`src/rtl/multi_speed_counter_pkg.sv`:
```
// Shared definitions for the multi-speed up/down counter.
//   state_t     : run/pause state encoding
//   GLYPH_*     : fixed active-low segment patterns {g,f,e,d,c,b,a}
//   seg_decode  : decimal digit (0-9) to active-low segment pattern
package multi_speed_counter_pkg;

    typedef enum logic {
        PAUSE = 1'b0,
        COUNT = 1'b1
    } state_t;

    localparam logic [6:0] GLYPH_UP    = 7'b1011100;
    localparam logic [6:0] GLYPH_DOWN  = 7'b1100011;
    localparam logic [6:0] GLYPH_BLANK = 7'b1111111;

    function automatic logic [6:0] seg_decode(input logic [3:0] value);
        logic [6:0] seg;
        case (value)
            4'd0:    seg = 7'b1000000;
            4'd1:    seg = 7'b1111001;
            4'd2:    seg = 7'b0100100;
            4'd3:    seg = 7'b0110000;
            4'd4:    seg = 7'b0011001;
            4'd5:    seg = 7'b0010010;
            4'd6:    seg = 7'b0000010;
            4'd7:    seg = 7'b1111000;
            4'd8:    seg = 7'b0000000;
            4'd9:    seg = 7'b0010000;
            default: seg = GLYPH_BLANK;
        endcase
        return seg;
    endfunction

endpackage

```
`src/rtl/seg7_scan4.sv`:
```
// Four-digit multiplexed 7-segment scanner.
// Ports:
//   clk, rst    : clock, synchronous active-high reset
//   glyphs      : four active-low segment patterns, index 0 = digit0
//   digit       : active-low digit select (one-hot low)
//   display     : active-low segments for the selected digit
// The digit select and the segment pattern are registered together on each
// scan step so the visible pair is always consistent.
module seg7_scan4
    import multi_speed_counter_pkg::*;
#(
    parameter int         SCAN_DIV    = 14,
    parameter logic [6:0] RESET_GLYPH = 7'b1000000
) (
    input  logic            clk,
    input  logic            rst,
    input  logic [3:0][6:0] glyphs,
    output logic [3:0]      digit,
    output logic [6:0]      display
);

    logic [SCAN_DIV-1:0] scan_reg;
    logic [3:0]          digit_reg;
    logic [3:0]          digit_next;
    logic [1:0]          sel_next;
    logic [6:0]          display_reg;
    logic                step;

    assign step = &scan_reg;

    // Rotation order digit0 -> 1 -> 2 -> 3; anything not one-hot-low restarts at digit0.
    always_comb begin
        digit_next = 4'b1110;
        sel_next   = 2'd0;
        case (digit_reg)
            4'b1110: begin digit_next = 4'b1101; sel_next = 2'd1; end
            4'b1101: begin digit_next = 4'b1011; sel_next = 2'd2; end
            4'b1011: begin digit_next = 4'b0111; sel_next = 2'd3; end
            default: begin digit_next = 4'b1110; sel_next = 2'd0; end
        endcase
    end

    always_ff @(posedge clk) begin
        if (rst) begin
            scan_reg    <= '0;
            digit_reg   <= 4'b1110;
            // Counter state is cleared in the same cycle, so digit0 shows its cleared glyph.
            display_reg <= RESET_GLYPH;
        end else begin
            scan_reg <= scan_reg + SCAN_DIV'(1);
            if (step) begin
                digit_reg   <= digit_next;
                display_reg <= glyphs[sel_next];
            end
        end
    end

    assign digit   = digit_reg;
    assign display = display_reg;

endmodule

```
`src/rtl/multi_speed_counter.sv`:
```
// Up/down counter with run/pause, selectable speed, saturate or wrap at the
// bounds, and a 4-digit multiplexed 7-segment readout (count, direction, speed).
// Ports:
//   clk, rst           : clock, synchronous active-high reset
//   en_pulse           : toggles PAUSE/COUNT
//   dir                : 0 = up, 1 = down
//   speed_up_pulse     : speed +1 (saturating)
//   speed_down_pulse   : speed -1 (saturating)
//   count, speed       : current count value and speed level
//   running            : high in COUNT
//   max, min           : count at upper / lower bound
//   wrap_pulse         : one cycle high when the count wraps (WRAP=1)
//   DIGIT, DISPLAY     : active-low digit select and segments
module multi_speed_counter
    import multi_speed_counter_pkg::*;
#(
    parameter  int MAX_COUNT = 99,
    parameter  int N_SPEED   = 3,
    parameter  int BASE_DIV  = 25,
    parameter  int SCAN_DIV  = 14,
    parameter  int WRAP      = 0,
    localparam int CNT_W     = $clog2(MAX_COUNT + 1),
    localparam int SPD_W     = (N_SPEED > 1) ? $clog2(N_SPEED) : 1
) (
    input  logic             clk,
    input  logic             rst,
    input  logic             en_pulse,
    input  logic             dir,
    input  logic             speed_up_pulse,
    input  logic             speed_down_pulse,
    output logic [CNT_W-1:0] count,
    output logic [SPD_W-1:0] speed,
    output logic             running,
    output logic             max,
    output logic             min,
    output logic             wrap_pulse,
    output logic [3:0]       DIGIT,
    output logic [6:0]       DISPLAY
);

    localparam logic [CNT_W-1:0] MAX_VAL = CNT_W'(MAX_COUNT);
    localparam logic [SPD_W-1:0] SPD_MAX = SPD_W'(N_SPEED - 1);

    state_t              state_reg, state_next;
    logic [CNT_W-1:0]    count_reg, count_next;
    logic [SPD_W-1:0]    speed_reg, speed_next;
    logic                wrap_pulse_reg, wrap_pulse_next;
    logic [BASE_DIV-1:0] prescaler_reg;
    logic [BASE_DIV-1:0] tick_bits;
    logic                tick;

    // Tick when the low (BASE_DIV-speed) prescaler bits are all ones; bits
    // above that window are forced to one so they do not gate the tick.
    genvar gi;
    generate
        for (gi = 0; gi < BASE_DIV; gi++) begin : g_tick
            assign tick_bits[gi] = prescaler_reg[gi] | ((gi + int'(speed_reg)) >= BASE_DIV);
        end
    endgenerate
    assign tick = &tick_bits;

    always_comb begin
        state_next      = state_reg;
        speed_next      = speed_reg;
        count_next      = count_reg;
        wrap_pulse_next = 1'b0;

        if (en_pulse) begin
            state_next = (state_reg == PAUSE) ? COUNT : PAUSE;
        end

        // Simultaneous up and down requests cancel.
        if (speed_up_pulse && !speed_down_pulse && speed_reg != SPD_MAX) begin
            speed_next = speed_reg + SPD_W'(1);
        end else if (speed_down_pulse && !speed_up_pulse && speed_reg != '0) begin
            speed_next = speed_reg - SPD_W'(1);
        end

        // Uses the registered state, so a tick coinciding with en_pulse still counts.
        if (tick && state_reg == COUNT) begin
            if (!dir) begin
                if (count_reg != MAX_VAL) begin
                    count_next = count_reg + CNT_W'(1);
                end else if (WRAP != 0) begin
                    count_next      = '0;
                    wrap_pulse_next = 1'b1;
                end
            end else begin
                if (count_reg != '0) begin
                    count_next = count_reg - CNT_W'(1);
                end else if (WRAP != 0) begin
                    count_next      = MAX_VAL;
                    wrap_pulse_next = 1'b1;
                end
            end
        end
    end

    always_ff @(posedge clk) begin
        if (rst) begin
            state_reg      <= PAUSE;
            count_reg      <= '0;
            speed_reg      <= '0;
            wrap_pulse_reg <= 1'b0;
            prescaler_reg  <= '0;
        end else begin
            state_reg      <= state_next;
            count_reg      <= count_next;
            speed_reg      <= speed_next;
            wrap_pulse_reg <= wrap_pulse_next;
            prescaler_reg  <= prescaler_reg + BASE_DIV'(1);
        end
    end

    // Display content: digit0 ones, digit1 tens, digit2 direction, digit3 speed.
    logic [31:0]     count_wide;
    logic [3:0][6:0] glyphs;

    always_comb begin
        count_wide = 32'(count_reg);
        glyphs[0]  = seg_decode(4'(count_wide % 32'd10));
        glyphs[1]  = seg_decode(4'(count_wide / 32'd10));
        glyphs[2]  = (state_reg == COUNT && dir) ? GLYPH_DOWN : GLYPH_UP;
        glyphs[3]  = seg_decode(4'(speed_reg));
    end

    seg7_scan4 #(
        .SCAN_DIV    (SCAN_DIV),
        .RESET_GLYPH (seg_decode(4'd0))
    ) u_scan (
        .clk     (clk),
        .rst     (rst),
        .glyphs  (glyphs),
        .digit   (DIGIT),
        .display (DISPLAY)
    );

    assign count      = count_reg;
    assign speed      = speed_reg;
    assign running    = (state_reg == COUNT);
    assign max        = (count_reg == MAX_VAL);
    assign min        = (count_reg == '0);
    assign wrap_pulse = wrap_pulse_reg;

endmodule

```
`config.mk`:
```
export PLATFORM = sky130hd
export DESIGN_NAME = multi_speed_counter
export DESIGN_NICKNAME = d
export VERILOG_FILES = /design/src/rtl/multi_speed_counter_pkg.sv /design/src/rtl/seg7_scan4.sv /design/src/rtl/multi_speed_counter.sv
export SDC_FILE = /design/constraint.sdc
export NUM_CORES = 1
export LEC_CHECK = 0
export ABC_AREA = 1
export CORE_MARGIN = 4
export CORE_UTILIZATION = 40
export DETAILED_ROUTE_END_ITERATION = 6
export PLACE_DENSITY = 0.59
export REMOVE_ABC_BUFFERS = 1
export SYNTH_ARGS = -nofsm -noshare
export SYNTH_HDL_FRONTEND = slang
export SYNTH_SLANG_ARGS = --single-unit
export TNS_END_PERCENT = 50
```
`constraint.sdc`:
```
create_clock -name clk -period 4.1 [get_ports clk]
set_clock_uncertainty 0.05 [all_clocks]
set_input_delay 0.82 -clock clk [delete_from_list [all_inputs] [get_ports clk]]
set_output_delay 0.82 -clock clk [all_outputs]
set_load 0.1 [all_outputs]
```
==> results.toml <==
[floorplan]
start_util_pct = 41.09
io_pins = 30
die_y_um = 105.2
die-width_um = 105.2
fp-row-count = 35
die-area_mm2 = 0.01107
core-area_mm2 = 0.009196

[power]
p_comb_share_pct = 7.3
powerDensity_mw_per_mm2 = 296.0
seqPwrFrac_pct = 46.0
clkPwrFrac_pct = 46.6
internal-power_uw = 991.2
irDropWorstVdd_mv = 0.1631
leakage_uw = 0.001912
swShare_pct = 23.91
p_sw_uw = 311.5

[timing]
relSlewSlack_pct = 31.27
hold_viol_final = 0
final.period_utilization_pct = 81.45
hold_ws_ns = 0.4009
finalSetupTns_ns = 0
setup_viol = 0
final_max_slew_viol_count = 0
max_freq_ghz = 0.2994
worstMarginPinSlew_ns = 1.028
min_period_ns = 3.339
rsz0062_at_grt = "no"

[synth]
ys_seq_area_share_pct = 31.79
synth_edf_count = 0
post_synth_num_cell_types = 45
syn_area_per_cell_um2 = 7.010
yosys_warnings = 0
synth_top_family_by_area = "simple AND/OR/NAND/NOR gates"
ys_ff_latch = 60
synth-xor-area-share_pct = 1.623
async_reset_ff_share_pct = 0
synth_area_mm2 = 0.003779
synth-simple-area-share_pct = 32.45
ys.flop_type = "dfxtp_1"
syn-instance-count = 539
synth_compound_area_share_pct = 17.12
synthAdderAreaFrac_pct = 8.477
synthMuxAreaShare_pct = 0

[cts]
cts_buffer_depth = 2
cts_tree = "yes"
cts_sinks = 60
htreeDepth = 3
clockRootBuffer = "clkbuf_8"
ctsResizeCount = 0
cts_made_buffers = 9
path_clk_slew_ns = 0.07
post_cts_buffers = 0
cts_hold_buffers = 0
clk_latency_ns = 0.34

[finish]
n_fill_cell = 959
nets = 604
multi_input_area_mm2 = 0.002258
n_antenna_cell = 0
final_cell_mix = "nand2_1, inv_1, dfxtp_1"
utilization_pct = 47.86
drive_gt1_share_pct = 10.40
largest_reg_flops = 25
final_common_cell = "nand2_1"
syn_to_final_growth_pct = 16.49
final-seq-area_mm2 = 0.001201
stdcell_count = 688

[routing]
dr.pass1.iters = 4
drc = 0
vias = 3431
finalWirelength_um = 8203
route.antenna.remaining_nets = 0
avgRoutedWirePerCell_um = 11.92
viasPerCell = 4.987
drt_iter0_drc = 132

[grt]
grt.total_usage_pct = 15.38
grt_overflow = 0
antenna_found_initial = 0
grt_pass1_wl_um = 14150
grt_pass1_vias = 3107
grt_max_degree = 23

[worst_setup_path]
crit_path_end_kind = "flop"
critPathRequiredTime_ns = 4.28
timing_worst_setup_path_type = "reg -> reg"
crit_fanout = 9
crit_arrival_ns = 3.52
startpoint_type = "flop"

[placed_design]
portBuffers = 28
hpwl_um = 6230
dp.cells = 673
place.gp.congestion = 0.8459

[run]
cap_violations = 0

[run_status]
status = "complete, no violations"

[worst_hold_path]
hp-class = "reg -> reg"
[cell families after synthesis]
group / Yosys count
other cells: 1
compound gates: 116
simple gates: 246
buf+inv: 84
fa+ha+maj: 25
flops: 60
xor+xnor: 7
[layer usage]
layer  GRT usage, %  vias to the layer above  routed length [um]
met5              0                        -                   0
met4          6.654                        0                 170
met3          2.347                       15                 310
met2          22.86                       63                3398
met1          21.89                     1493                4323
li1               -                     1860                   -
[critical path, cell delays in order, from the launching register on]
cell     delay, ns
dfxtp_1       0.46
inv_1         0.13
nand2_2       0.12
ha_1          0.23
inv_1         0.05
o21ai_0       0.08
nand2_1       0.15
nand2_2       0.09
nor2_4        0.18
inv_2         0.10
nand2_4       0.08
nand2_4       0.06
nor2_8        0.10
nand2_4       0.10
nand2_2       0.07
nand2_2       0.05
inv_2         0.07
nand2_4       0.07
nand2_4       0.09
nand2_2       0.08
nand2_1       0.12
inv_1         0.08
ha_1          0.17
or2_1         0.22
nand2_1       0.06
nand2_1       0.04
nand2_1       0.07
a21oi_2       0.05
[worst paths after layout]
path                                  startpoint                 to  slack, ns  cells after the start
worst max-delay path                    count[4]  u_scan.display[0]       0.76                     27
worst min-delay path            prescaler_reg[0]   prescaler_reg[0]       0.40                      1
worst max register to register          count[4]  u_scan.display[0]       0.76                     27
worst min register to register  prescaler_reg[0]   prescaler_reg[0]       0.40                      1
[per-stage QoR]
stage | power (uW) | area, um^2 | setup WS, ns
2_1_floorplan | 678.6 | 3749 | -1.371
3_3_place_gp | 708.3 | 4178 | 0.8905
3_5_place_dp | 708.7 | 4178 | 0.7641
4_1_cts | 1320 | 4402 | 0.7535
5_1_grt | 1357 | 4402 | 0.4152
6_report | 1303 | 4402 | 0.7605
[cell type report]
type | count | area share, %
Clock inverter | 4 | 1.649
Sequential cell | 60 | 27.29
Clock buffer | 11 | 3.439
Timing Repair Buffer | 30 | 6.595
Multi-Input combinational cell | 395 | 51.31
Inverter | 77 | 6.566
Tap cell | 111 | 3.155
[power groups by stage]
stage	combinational (uW)	sequential [uW]	clock, uW
final	95.7	600	607
after global routing	107	601	649
after CTS	96.4	600	624
after detailed placement	95.4	613	0
after global placement	95.2	613	0
after floorplan	43.9	635	0
[synthesized netlist by cell type, types with 3 or more instances]
cell / number / area share [%]
nand2_1: 94 / 9.3
inv_1: 70 / 7.0
dfxtp_1: 60 / 32
nor2_1: 52 / 5.2
a21oi_1: 51 / 6.8
o21ai_0: 43 / 5.7
nand3_1: 34 / 4.5
ha_1: 24 / 7.9
nand2_2: 12 / 2.0
nor3_1: 11 / 1.5
nand4_1: 8 / 1.3
nand2_4: 7 / 2.1
clkbuf_1: 6 / 0.60
inv_2: 6 / 0.60
nand3_2: 5 / 1.3
nor4_1: 5 / 0.83
o211ai_1: 5 / 0.99
a21oi_2: 4 / 0.93
xor2_1: 4 / 0.93
and3_1: 3 / 0.50
o21a_1: 3 / 0.60
xnor2_1: 3 / 0.70
Power figures use the tool's default switching activity.
